### src/rtl/smvm_pkg.sv
// Shared types and default sizing for the SpMV issue controller.
// Consumers: smvm_issue_ctrl, smvm_credit_cnt.
package smvm_pkg;

    localparam int K       = 4;
    localparam int CREDITS = 2;
    localparam int VAL_W   = 8;
    localparam int COL_W   = 7;

    typedef enum logic [1:0] {
        IDLE  = 2'd0,
        FILL  = 2'd1,
        ISSUE = 2'd2,
        DRAIN = 2'd3
    } state_e;

endpackage

### src/rtl/smvm_credit_cnt.sv
// Saturating credit counter between batch issue and output-buffer drain.
// take consumes one credit, give returns one; both together cancel out.
module smvm_credit_cnt #(
    parameter int CREDITS = 2,
    parameter int CW      = $clog2(CREDITS + 1)
) (
    input  logic          clk,
    input  logic          rst_n,
    input  logic          take,
    input  logic          give,
    output logic [CW-1:0] avail
);

    logic [CW-1:0] avail_q;

    always_ff @(posedge clk or negedge rst_n) begin
        if (!rst_n) begin
            avail_q <= CW'(CREDITS);
        end else if (take && !give) begin
            if (avail_q != '0) avail_q <= avail_q - CW'(1);
        end else if (give && !take) begin
            if (avail_q != CW'(CREDITS)) avail_q <= avail_q + CW'(1);
        end
    end

    assign avail = avail_q;

endmodule

### src/rtl/smvm_issue_ctrl.sv
// Packs nonzero entries into K-lane batches and issues them under credit flow control.
// Optional performance counters are built when SMVM_ISSUE_PERF_EN is defined.
//
// state | meaning
// IDLE  | waiting for start, no entries accepted
// FILL  | accepting entries into lanes until K lanes or nnz_last
// ISSUE | batch complete, strobing issue_valid once a credit is available
// DRAIN | last batch issued, waiting for all credits to return
module smvm_issue_ctrl #(
    parameter int K       = smvm_pkg::K,
    parameter int CREDITS = smvm_pkg::CREDITS
) (
    input  logic                          clk,
    input  logic                          rst_n,
    input  logic                          start,
    input  logic                          nnz_valid,
    output logic                          nnz_ready,
    input  logic [smvm_pkg::VAL_W-1:0]    nnz_val,
    input  logic [smvm_pkg::COL_W-1:0]    nnz_col,
    input  logic                          nnz_ipv,
    input  logic                          nnz_last,
    output logic                          issue_valid,
    output logic [K*smvm_pkg::VAL_W-1:0]  issue_val,
    output logic [K*smvm_pkg::COL_W-1:0]  issue_col,
    output logic [K-1:0]                  issue_ipv,
    output logic [K-1:0]                  issue_mask,
    input  logic                          credit_ret,
    output logic                          busy,
    output logic                          done,
    output logic [15:0]                   perf_issues,
    output logic [15:0]                   perf_stalls
);

    import smvm_pkg::*;

    localparam int LCNT_W = (K > 1) ? $clog2(K) : 1;
    localparam int CRED_W = $clog2(CREDITS + 1);

    state_e                       state_q, state_d;
    logic [LCNT_W-1:0]            lane_cnt_q, lane_cnt_d;
    logic [K-1:0][VAL_W-1:0]      val_q, val_d;
    logic [K-1:0][COL_W-1:0]      col_q, col_d;
    logic [K-1:0]                 ipv_q, ipv_d;
    logic [K-1:0]                 mask_q, mask_d;
    logic                         last_q, last_d;

    logic [K-1:0][VAL_W-1:0]      hold_val_q;
    logic [K-1:0][COL_W-1:0]      hold_col_q;
    logic [K-1:0]                 hold_ipv_q;
    logic [K-1:0]                 hold_mask_q;

    logic [CRED_W-1:0]            credits;
    logic                         issue_fire;

    smvm_credit_cnt #(
        .CREDITS (CREDITS),
        .CW      (CRED_W)
    ) u_credit_cnt (
        .clk   (clk),
        .rst_n (rst_n),
        .take  (issue_fire),
        .give  (credit_ret),
        .avail (credits)
    );

    always_ff @(posedge clk or negedge rst_n) begin
        if (!rst_n) begin
            state_q    <= IDLE;
            lane_cnt_q <= '0;
            val_q      <= '0;
            col_q      <= '0;
            ipv_q      <= '0;
            mask_q     <= '0;
            last_q     <= 1'b0;
        end else begin
            state_q    <= state_d;
            lane_cnt_q <= lane_cnt_d;
            val_q      <= val_d;
            col_q      <= col_d;
            ipv_q      <= ipv_d;
            mask_q     <= mask_d;
            last_q     <= last_d;
        end
    end

    always_comb begin
        state_d    = state_q;
        lane_cnt_d = lane_cnt_q;
        val_d      = val_q;
        col_d      = col_q;
        ipv_d      = ipv_q;
        mask_d     = mask_q;
        last_d     = last_q;
        nnz_ready  = 1'b0;
        issue_fire = 1'b0;
        done       = 1'b0;

        case (state_q)
            IDLE: begin
                if (start) begin
                    state_d    = FILL;
                    lane_cnt_d = '0;
                    val_d      = '0;
                    col_d      = '0;
                    ipv_d      = '0;
                    mask_d     = '0;
                    last_d     = 1'b0;
                end
            end
            FILL: begin
                nnz_ready = 1'b1;
                if (nnz_valid) begin
                    val_d[lane_cnt_q]  = nnz_val;
                    col_d[lane_cnt_q]  = nnz_col;
                    ipv_d[lane_cnt_q]  = nnz_ipv;
                    mask_d[lane_cnt_q] = 1'b1;
                    lane_cnt_d         = lane_cnt_q + LCNT_W'(1);
                    last_d             = nnz_last;
                    if (nnz_last || (lane_cnt_q == LCNT_W'(K - 1))) begin
                        state_d = ISSUE;
                    end
                end
            end
            ISSUE: begin
                if (credits != '0) begin
                    issue_fire = 1'b1;
                    if (last_q) begin
                        state_d = DRAIN;
                    end else begin
                        // unused lanes of the next batch must read back as zero
                        state_d    = FILL;
                        lane_cnt_d = '0;
                        val_d      = '0;
                        col_d      = '0;
                        ipv_d      = '0;
                        mask_d     = '0;
                    end
                end
            end
            DRAIN: begin
                if (credits == CRED_W'(CREDITS)) begin
                    done    = 1'b1;
                    state_d = IDLE;
                end
            end
            default: state_d = IDLE;
        endcase
    end

    // Snapshot of the last issued batch so the buses stay put between strobes
    always_ff @(posedge clk or negedge rst_n) begin
        if (!rst_n) begin
            hold_val_q  <= '0;
            hold_col_q  <= '0;
            hold_ipv_q  <= '0;
            hold_mask_q <= '0;
        end else if (issue_fire) begin
            hold_val_q  <= val_q;
            hold_col_q  <= col_q;
            hold_ipv_q  <= ipv_q;
            hold_mask_q <= mask_q;
        end
    end

    assign issue_valid = issue_fire;
    assign issue_val   = (state_q == ISSUE) ? val_q  : hold_val_q;
    assign issue_col   = (state_q == ISSUE) ? col_q  : hold_col_q;
    assign issue_ipv   = (state_q == ISSUE) ? ipv_q  : hold_ipv_q;
    assign issue_mask  = (state_q == ISSUE) ? mask_q : hold_mask_q;
    assign busy        = (state_q != IDLE);

`ifdef SMVM_ISSUE_PERF_EN
    logic [15:0] perf_issues_q;
    logic [15:0] perf_stalls_q;
    logic        start_acc;

    assign start_acc = (state_q == IDLE) && start;

    always_ff @(posedge clk or negedge rst_n) begin
        if (!rst_n) begin
            perf_issues_q <= '0;
            perf_stalls_q <= '0;
        end else if (start_acc) begin
            perf_issues_q <= '0;
            perf_stalls_q <= '0;
        end else begin
            if (issue_fire && (perf_issues_q != 16'hFFFF)) begin
                perf_issues_q <= perf_issues_q + 16'd1;
            end
            if ((state_q == ISSUE) && (credits == '0) && (perf_stalls_q != 16'hFFFF)) begin
                perf_stalls_q <= perf_stalls_q + 16'd1;
            end
        end
    end

    assign perf_issues = perf_issues_q;
    assign perf_stalls = perf_stalls_q;
`else
    assign perf_issues = '0;
    assign perf_stalls = '0;
`endif

endmodule

### config.mk
export PLATFORM = sky130hd
export DESIGN_NAME = smvm_issue_ctrl
export DESIGN_NICKNAME = d
export VERILOG_FILES = /design/src/rtl/smvm_pkg.sv /design/src/rtl/smvm_credit_cnt.sv /design/src/rtl/smvm_issue_ctrl.sv
export SDC_FILE = /design/constraint.sdc
export NUM_CORES = 1
export LEC_CHECK = 0
export BUFFER_PORTS_ARGS = -buffer_cell sky130_fd_sc_hd__clkbuf_2
export CAP_MARGIN = 15
export CORE_UTILIZATION = 45
export CTS_BUF_LIST = sky130_fd_sc_hd__clkbuf_8
export DETAILED_ROUTE_END_ITERATION = 16
export PLACE_DENSITY = 0.69
export RECOVER_POWER = 25
export SYNTH_ARGS = -nofsm -noshare
export SYNTH_HDL_FRONTEND = slang
export SYNTH_SLANG_ARGS = --single-unit
### constraint.sdc
create_clock -name clk -period 1.9 [get_ports clk]
set_clock_uncertainty 0.1 [all_clocks]
set_input_delay 0.285 -clock clk [delete_from_list [all_inputs] [get_ports clk]]
set_output_delay 0.285 -clock clk [all_outputs]
set_load 0.01 [all_outputs]
### After elaboration in Yosys (flattened, before gate mapping)

Index checks and enable logic that the tools add are counted.

| word-level totals | value |
|---|---|
| register bits after elaboration | 143 |
| latch bits | 0 |
| memory bits (writable) | 0 |
| bits in read-only memories | 0 |
| output and inout port bits | 104 |
| memories kept | 0 |

| cells by class | value |
|---|---|
| add/sub/neg operators | 3 |
| multipliers | 0 |
| div/mod/pow operators | 0 |
| magnitude comparators | 2 |
| eq/ne operators | 13 |
| shift-type cells | 0 |
| mux-type cells | 54 |
| bitwise logic cells | 1 |
| reductions and logical operators | 17 |

Operator list:

| kind | number |
|---|---|
| $mux W32 | 5 |
| $mux W28 | 5 |
| $pmux W32 S3 | 1 |
| $pmux W28 S3 | 1 |
| $bwmux W32 | 1 |
| $bwmux W28 | 1 |
| $mux W2 | 14 |
| $mux W4 | 7 |
| $pmux W4 S3 | 2 |
| $demux W8 S2 | 1 |
| $ne A2 B2 Y1 const B | 8 |
| $demux W7 S2 | 1 |
| $reduce_and A5 Y1 | 2 |
| $reduce_bool A2 Y1 | 5 |
| $eq A2 B2 Y1 const B | 4 |
| $mux W1 | 8 |
| $mux W8 | 1 |
| $pmux W2 S4 | 1 |
| $mux W7 | 1 |
| $pmux W2 S3 | 1 |
| $reduce_and A3 Y1 | 2 |
| $add A2 B1 Y2 const B | 2 |
| $bwmux W4 | 1 |
| $or A4 B4 Y4 | 1 |
| 11 further kinds | 14 |

### Logic depth before layout (Yosys ltp)

Gate-level depths: netlist of run 1.

| logic depth | value |
|---|---|
| depth after elaboration | 7 |
| gate-level depth with buffers | 7 |
| depth with buffers taken out | 6 |

### By module

Synthesis of run 1 repeated with hierarchy kept, for this count alone.

| second synthesis, totals | value |
|---|---|
| cell total of the unflattened synthesis | 613 |
| area total of the unflattened synthesis | 6,607.6 um^2 |

Modules (own cells, without submodules):

| module | times used | cells an instance | area an instance (um^2) | seq. area each (um^2) |
|---|---|---|---|---|
| smvm_issue_ctrl | 1 | 601 | 6,480.0 | 3,528.4 |
| smvm_credit_cnt | 1 | 12 | 127.6 | 51.3 |

### Worst setup path after synthesis of run 1

OpenSTA, ideal clock, no wires.

| path | value |
|---|---|
| kind | register -> register |
| start point | register state_q[0] |
| end point | register u_credit_cnt.avail_q[1], in the netlist u_credit_cnt.avail[1] |
| arrival time | 1.653 ns |
| slack | 0.069 ns |
| cell stages (with the launch flop) | 8 |
| buffers on the path | 1 |
| clock period less this slack | 1.831 ns |
| path through | dfrtp_1 -> nand2b_1 -> nor2_2 -> buf_4 -> ha_1 -> nor3b_1 -> nor2_1 -> o22ai_1 |

| on the way | value |
|---|---|
| word-level cells in the longest chain between the ends | 6 |
| elaborated cells on any way between the ends | 10 |
| those cells by class | eq/ne (2); mux (2); reduce/logical (6) |

Ends and longest elaborated chain:

| item | RTL line | source |
|---|---|---|
| from (decl) | smvm_issue_ctrl.sv:39 | `state_e state_q, state_d;` |
| from (signal assigned) | smvm_issue_ctrl.sv:76 | `state_q <= state_d;` |
| $eq A2 B2 Y1 (*) | smvm_issue_ctrl.sv:98 | `case (state_q)` |
| $mux W1 (*) | smvm_issue_ctrl.sv:98 |  |
| named net issue_valid | smvm_issue_ctrl.sv:22 | `output logic issue_valid,` |
| $logic_not A1 Y1 | smvm_credit_cnt.sv:21 | `end else if (give && !take) begin` |
| $logic_and A1 B1 Y1 | smvm_credit_cnt.sv:21 |  |
| $reduce_bool A2 Y1 (no line) | n/a |  |
| $reduce_and A3 Y1 (no line) | n/a |  |
| to (signal assigned) | smvm_credit_cnt.sv:18 | `avail_q <= CW'(CREDITS);` |
| to (signal assigned) | smvm_credit_cnt.sv:20 | `if (avail_q != '0) avail_q <= avail_q - CW'(1);` |
| to (signal assigned) | smvm_credit_cnt.sv:22 | `if (avail_q != CW'(CREDITS)) avail_q <= avail_q + CW'(1);` |
| to (decl) | smvm_credit_cnt.sv:14 | `logic [CW-1:0] avail_q;` |

The timed path passes the listed nets; every way through them passes the cells marked *.
A chain may end at the register's enable or synchronous reset.

### Final worst setup path of run 1

| path | value |
|---|---|
| start point | register state_q[0] |
| end point | output issue_valid |

| on the way | value |
|---|---|
| word-level cells in the longest chain between the ends | 2 |

Ends and longest elaborated chain:

| item | RTL line |
|---|---|
| $eq A2 B2 Y1 | smvm_issue_ctrl.sv:98 |
| $mux W1 | smvm_issue_ctrl.sv:98 |
| to (decl) | smvm_issue_ctrl.sv:22 |

No other way between the ends.

==> reports/qor.csv, run 1 <==
metric,value,unit
Sw Share,42.2,%
CTS max path bufs,2,
DR iter-0 viols,436,
ratio of final minimum period to clock period,112,%
Power Density,1750,nW/um2
vias in the first global route,5664,
fin. max-slew vios,0,
I/O pins,126,
gp weighted congestion,0.744,
Synth top area share,46.9,%
largest net degree at the start of global routing,55,
Synth Register Bits,143,
main area contributors after synthesis,"dfrtp_1, mux2_2, o21ai_0",
CP arrival,1.75,ns
"Hold Violations, Final",0,
IO Port Bufs,93,
Critical Path RT,1.51,ns
Area Growth Syn to Fin,34.1,%
sequential fraction of the synthesis area,47.2,%
Fmax,469,MHz
combinational power share,57.5,%
die width,132,um
fin worst setup slack,-0.234,ns
share of layout cells above drive strength 1,45.1,%
outcome,finished with violations,
dominant cell type by area after synthesis,dfrtp_1,
clk sinks,143,
synth warn,0,
final WL,22200,um
leak pwr,4.67,nW
Layout Cells excl Fill,1111,
Flop pwr share,29.9,%
FILL cells,1278,
"Cell Area, Synth",7580,um2
die area,17400,um2
Finish-stage setup viols,130,
clock slew at reported path FFs,0.08,ns
DR vias/cell,5.58,
design area,10200,um2
maximum vdd ir drop,1.03,mV
Synth Instances,756,
cell-internal power,10.3,mW
Detailed Routing Iterations Pass 1,5,
Mapped Avg Cell Area,10.0,um2
Row Count,47,
"Cell Area, Placed",8280,um2
antenna cells,0,
dpl cells,1039,
CTS H-tree depth,4,
post-route ant nets,0,
RSZ-0062 raised after global routing,true,
Worst Max-Slew Pin Slew,1.36,ns
relative slew slack,9.40,%
grt ovf,0,
failing checks,setup timing,
post-synth cell types,39,
worst hold-check path type,in2reg,
Crit Path Category,reg2out,
Root Driver,clkbuf_8,
first-pass GRT wire length,30000,um
hpwl dp,11500,um
DRC Markers,0,
worst-path fanout max,8,
Die H,132,um
Initial Util,45.9,%
all-layer global routing usage,22.1,%
startpoint types,flop,
Sw Pwr,7.52,mW
Synth Flop Type,dfrtp_1,
number of max-cap violations,0,
Skew-Pair Late Insertion Delay,0.47,ns
Final Critical Period,2.13,ns
worst slack at placement,0.173,ns
Vias,6196,
initial antenna violation count,0,
Nets,905,
CTS tree,yes,
critical path capture point type,primary output,
ys async rst share,100,%
drt wl/cell,20.0,um
Clk pwr share,12.6,%
CTS buffer count,17,
core area,16500,um2
number of flops mapped to enable cells by yosys,0,
==> power by group through the flow <==
| stage | combinational [mW] | clock, mW | sequential (mW) |
|---|---|---|---|
| 3_3_place_gp | 7.24 | 0 | 5.08 |
| 2_1_floorplan | 5.23 | 0 | 4.94 |
| 3_5_place_dp | 7.41 | 0 | 5.14 |
| 6_report | 10.2 | 2.25 | 5.33 |
| 4_1_cts | 8.11 | 2.26 | 5.08 |
| 5_1_grt | 10.9 | 2.41 | 5.47 |
==> per-stage QoR <==
stage / hold WS [ns] / power, mW / TNS, ns / util, %
detailed placement: 0.168 / 12.6 / 0 / 50.1
finish: 0.0894 / 17.8 / -18.98 / 61.5
CTS: 0.0667 / 15.5 / -6.96 / 54.3
global placement: 0.165 / 12.3 / 0 / 50.1
global route: 0.108 / 18.8 / -25.14 / 61.5
floorplan: -0.111 / 10.2 / 0 / -
==> state kept, by name (all words and copies together) (netlist names) <==
signal	count
hold_val_q	32
state_q	2
lane_cnt_q	2
ipv_q	4
col_q	28
val_q	32
mask_q	4
hold_col_q	28
last_q	1
hold_mask_q	4
hold_ipv_q	4
u_credit_cnt.avail	2
==> synth_stat cells (2+ instances only) <==
cell type,n
a21oi_1,2
a22oi_1,4
buf_2,16
buf_4,40
buf_6,5
clkbuf_1,29
dfrtp_1,142
ha_1,5
inv_1,75
mux2_2,69
nand2_1,71
nand3_1,64
nor2_1,3
nor2b_1,2
o21ai_0,138
o22ai_1,6
o2bb2ai_1,24
o2bb2ai_2,40
==> worst paths after layout <==
path	to	slack [ns]	from	cells past startpoint
worst min register to register	hold_val_q[8]$_DFFE_PN0P_	0.40	val_q[8]$_DFFE_PN0P_	1
min in group asynchronous	hold_val_q[5]$_DFFE_PN0P_	0.57	rst_n	2
worst min-delay path	state_q[1]$_DFFE_PN0P_	0.09	nnz_last	3
worst max register to register	hold_col_q[24]$_DFFE_PN0P_	-0.20	state_q[0]$_DFFE_PN0P_	8
max in group asynchronous	val_q[21]$_DFFE_PN0P_	0.23	rst_n	3
worst max-delay path	issue_valid	-0.23	state_q[0]$_DFFE_PN0P_	5
==> layout by cell type, fill, tap and decap left out, types with 31 or more instances in the layout <==
master     count
o21ai_2       39
nand3_1       64
o2bb2ai_2     42
o21ai_0       70
dfrtp_1      141
nand2_1       31
mux2_4        54
conb_1        32
inv_1         76
buf_2         56
==> kinds of logic after synthesis <==
| family | synth area share (%) |
|---|---|
| mux | 10.6 |
| other cells | 0.0494 |
| xor+xnor | 0.116 |
| fa+ha+maj | 0.825 |
| compound gates | 21.4 |
| simple gates | 8.91 |
| buf+inv | 11.0 |
| flops | 47.2 |
==> routing by layer <==
metal / wire length, um / vias to the layer above / global-route usage (%)
met2: 11000 / 191 / 35.7
met4: 535 / 0 / 7.95
li1: - / 2814 / -
met1: 9620 / 3151 / 29.6
met3: 1080 / 40 / 4.23
met5: 0 / - / 0
==> worst max-delay path, cell delays in order, from the launching register on <==
cell and delay (ns):
dfrtp_1 0.42, nand2b_4 0.29, buf_6 0.18, nor2_4 0.15
buf_12 0.14, buf_6 0.09
==> layout make-up <==
| cell class | count | area [um2] | share of cell area, % |
|---|---|---|---|
| Clock buffer | 23 | 317 | 3.11 |
| Sequential cell | 143 | 3580 | 35.2 |
| Inverter | 75 | 289 | 2.84 |
| Tap cell | 220 | 275 | 2.71 |
| Multi-Input combinational cell | 479 | 4000 | 39.4 |
| Clock inverter | 9 | 41.3 | 0.406 |
| Timing Repair Buffer | 162 | 1660 | 16.4 |
==> what timing repair did <==
action	4_1_cts	5_1_grt
endpoints found under the setup margin	71	127
gates resized for setup	74	288
pin swaps	3	23
endpoints found under the hold margin	44	0
cloned	5	19
hold buffers	1	0
buffers inserted	10	6
Power figures use the tool's default switching activity.
==> run 2: changes to the inputs <==
--- a/config.mk
+++ b/config.mk
@@ -12,6 +12,7 @@
 export DETAILED_ROUTE_END_ITERATION = 16
 export PLACE_DENSITY = 0.69
 export RECOVER_POWER = 25
+export SETUP_SLACK_MARGIN = 0.02
 export SYNTH_ARGS = -nofsm -noshare
 export SYNTH_HDL_FRONTEND = slang
 export SYNTH_SLANG_ARGS = --single-unit
==> run 2 against run 1 <==
Compared with the run above: utilization is essentially flat; routed wire length grew 1.7%; worst setup slack lost 0.0044 ns; sequential share of layout area is essentially flat; via count grew 0.60%; clock-buffer cell count is the same; combinational power is essentially flat; the flow still finishes with violations (setup timing); non-clock buffer count is the same; final area is essentially flat; first-iteration DRC count grew 17%; clock power is essentially flat.
==> reports/qor.csv, run 2 (synthesis results as in run 1) <==
metric,value,unit,change
Vias,6233,,"was 6,196"
CTS tree,yes,,unchanged
most frequent cells in the layout,"dfrtp_1, inv_1, o21ai_0",,unchanged
Die H,132,um,unchanged
I/O pins,126,,unchanged
gp weighted congestion,0.744,,unchanged
Root Driver,clkbuf_8,,unchanged
crit-path leading delay family,flip-flops,,was simple AND/OR/NAND/NOR gates
first-pass GRT wire length,29900,um,"was 30,000 um"
drt wl/cell,20.3,um,was 20.0 um
Worst Max-Slew Pin Slew,1.33,ns,was 1.36 ns
worst hold stages,3,,unchanged
all-layer global routing usage,22.0,%,was 22.1%
leak pwr,4.67,nW,about the same
"leading cell type in the layout, fill and taps excluded",dfrtp_1,,unchanged
Crit Path Category,reg2out,,unchanged
dpl cells,1039,,unchanged
post-route ant nets,0,,unchanged
maximum vdd ir drop,1.22,mV,was 1.03 mV
"Hold Violations, Final",0,,unchanged
Nets,905,,unchanged
antenna cells,0,,unchanged
grt ovf,0,,unchanged
vias in the first global route,5657,,"was 5,664"
FILL cells,1292,,"was 1,278"
clk sinks,143,,unchanged
largest net degree at the start of global routing,55,,unchanged
final WL,22600,um,"was 22,200 um"
r2r endpoint,hold_col_q[24]$_DFFE_PN0P_,,unchanged
relative slew slack,11.6,%,was 9.40%
die width,132,um,unchanged
CTS H-tree depth,4,,unchanged
CP arrival,1.75,ns,about the same
Initial Util,45.9,%,unchanged
critical path capture point type,primary output,,unchanged
Area Growth Syn to Fin,34.1,%,about the same
DRC Markers,0,,unchanged
initial antenna violation count,0,,unchanged
worst hold-check path type,in2reg,,unchanged
startpoint types,flop,,unchanged
Critical Path RT,1.51,ns,about the same
Top Registers,"hold_val_q: 32 flops, val_q: 32 flops",,unchanged
Slowest cell on crit path,dfrtp_2,,was dfrtp_1
number of max-cap violations,0,,unchanged
Row Count,47,,unchanged
crit-path cells,"nand2b_4, clkbuf_16, nand2_4, o21ai_2, buf_2",,"was nand2b_4, buf_6, nor2_4, buf_12, buf_6"
Final Critical Period,2.14,ns,was 2.13 ns
Finish-stage setup viols,128,,was 130
Fmax,468,MHz,was 469 MHz
hold endpoint,state_q[1]$_DFFE_PN0P_,,unchanged
max incr delay on CP,0.46,ns,was 0.42 ns
DR vias/cell,5.61,,was 5.58
share of layout cells above drive strength 1,45.8,%,was 45.1%
CP bufs+invs,2,,was 3
Total Power,17.9,mW,was 17.8 mW
worst r2r src,state_q[0]$_DFFE_PN0P_,,unchanged
clock slew at reported path FFs,0.08,ns,about the same
fin worst setup slack,-0.238,ns,was -0.234 ns
fin. max-slew vios,0,,unchanged
CTS buffer count,17,,unchanged
worst-path fanout max,8,,unchanged
outcome,finished with violations,,unchanged
core area,16500,um2,unchanged
Detailed Routing Iterations Pass 1,5,,unchanged
Skew-Pair Late Insertion Delay,0.47,ns,about the same
hpwl dp,11500,um,unchanged
RSZ-0062 raised after global routing,true,,unchanged
failing checks,setup timing,,unchanged
ratio of final minimum period to clock period,113,%,was 112%
R2R Setup Slk,-0.17,ns,was -0.20 ns
R2R depth,8,,unchanged
CTS max path bufs,2,,unchanged
IO Port Bufs,93,,unchanged
Hold Startpoint,nnz_last,,unchanged
DR iter-0 viols,510,,was 436
Layout Cells excl Fill,1111,,unchanged
Power Density,1760,nW/um2,was 1750 nW/um2
die area,17400,um2,unchanged
==> run 2: worst max path at each step <==
stage / from / endpoint / slack, ns / cells after the start
2_1_floorplan: state_q[0]$_DFFE_PN0P_ / u_credit_cnt.avail[1]$_DFFE_PN1P_ / 0.07 / 7
3_3_place_gp: u_credit_cnt.avail[1]$_DFFE_PN1P_ / hold_val_q[31]$_DFFE_PN0P_ / 0.20 / 4
3_5_place_dp: u_credit_cnt.avail[1]$_DFFE_PN1P_ / hold_ipv_q[0]$_DFFE_PN0P_ / 0.17 / 4
4_1_cts: state_q[0]$_DFFE_PN0P_ / issue_val[29] / -0.21 / 7
5_1_grt: state_q[0]$_DFFE_PN0P_ / issue_val[28] / -0.27 / 6
6_report: state_q[1]$_DFFE_PN0P_ / issue_mask[2] / -0.24 / 5
==> run 2: worst reg2reg max path: stages, from the launching register on <==
cell	delay, ns
dfrtp_1	0.41
nand2b_4	0.28
buf_6	0.18
nor2_4	0.15
buf_6	0.14
buf_12	0.15
buf_12	0.11
buf_16	0.12
mux2_4	0.31
==> run 2: where the power goes <==
part,leakage [nW],total (mW),internal [mW],switching (mW)
clock,0.205,2.26,1.08,1.18
sequential,1.88,5.38,4.40,0.974
combinational,2.59,10.2,4.79,5.43
total,4.67,17.9,10.3,7.58
==> run 2: stage by stage <==
step / util (%) / TNS [ns] / setup WS, ns / cell area, um2 / hold WS, ns
finish: 61.5 / -15.82 / -0.238 / 10200 / 0.0852
CTS: 54.2 / -7.13 / -0.211 / 8950 / 0.0667
detailed placement: 50.1 / 0 / 0.173 / 8280 / 0.168
global route: 61.5 / -20.97 / -0.271 / 10200 / 0.108
floorplan: - / 0 / 0.0692 / 7700 / -0.111
global placement: 50.1 / 0 / 0.199 / 8280 / 0.165
==> run 2: final cells by class <==
class	instances	area [um2]	share of cell area [%]
Multi-Input combinational cell	479	4030	39.7
Sequential cell	143	3580	35.2
Clock buffer	23	317	3.11
Inverter	75	289	2.84
Tap cell	220	275	2.71
Clock inverter	9	41.3	0.406
Timing Repair Buffer	162	1630	16.0
==> run 2: layer usage <==
metal	global-route usage (%)	up-vias	part of all wire (%)
met4	7.36	0	1.7
met3	4.11	36	5.8
met1	29.6	3135	42
li1	-	2821	-
met2	35.9	241	51
met5	0	-	0
==> run 2: timing repair <==
action                                 CTS  global route
pin swaps                                4            44
setup endpoints to repair               71           127
hold buffers                             1             0
endpoints found under the hold margin   44             0
gates cloned                             4            20
gates resized for setup                 71           298
buffers inserted                        10             6
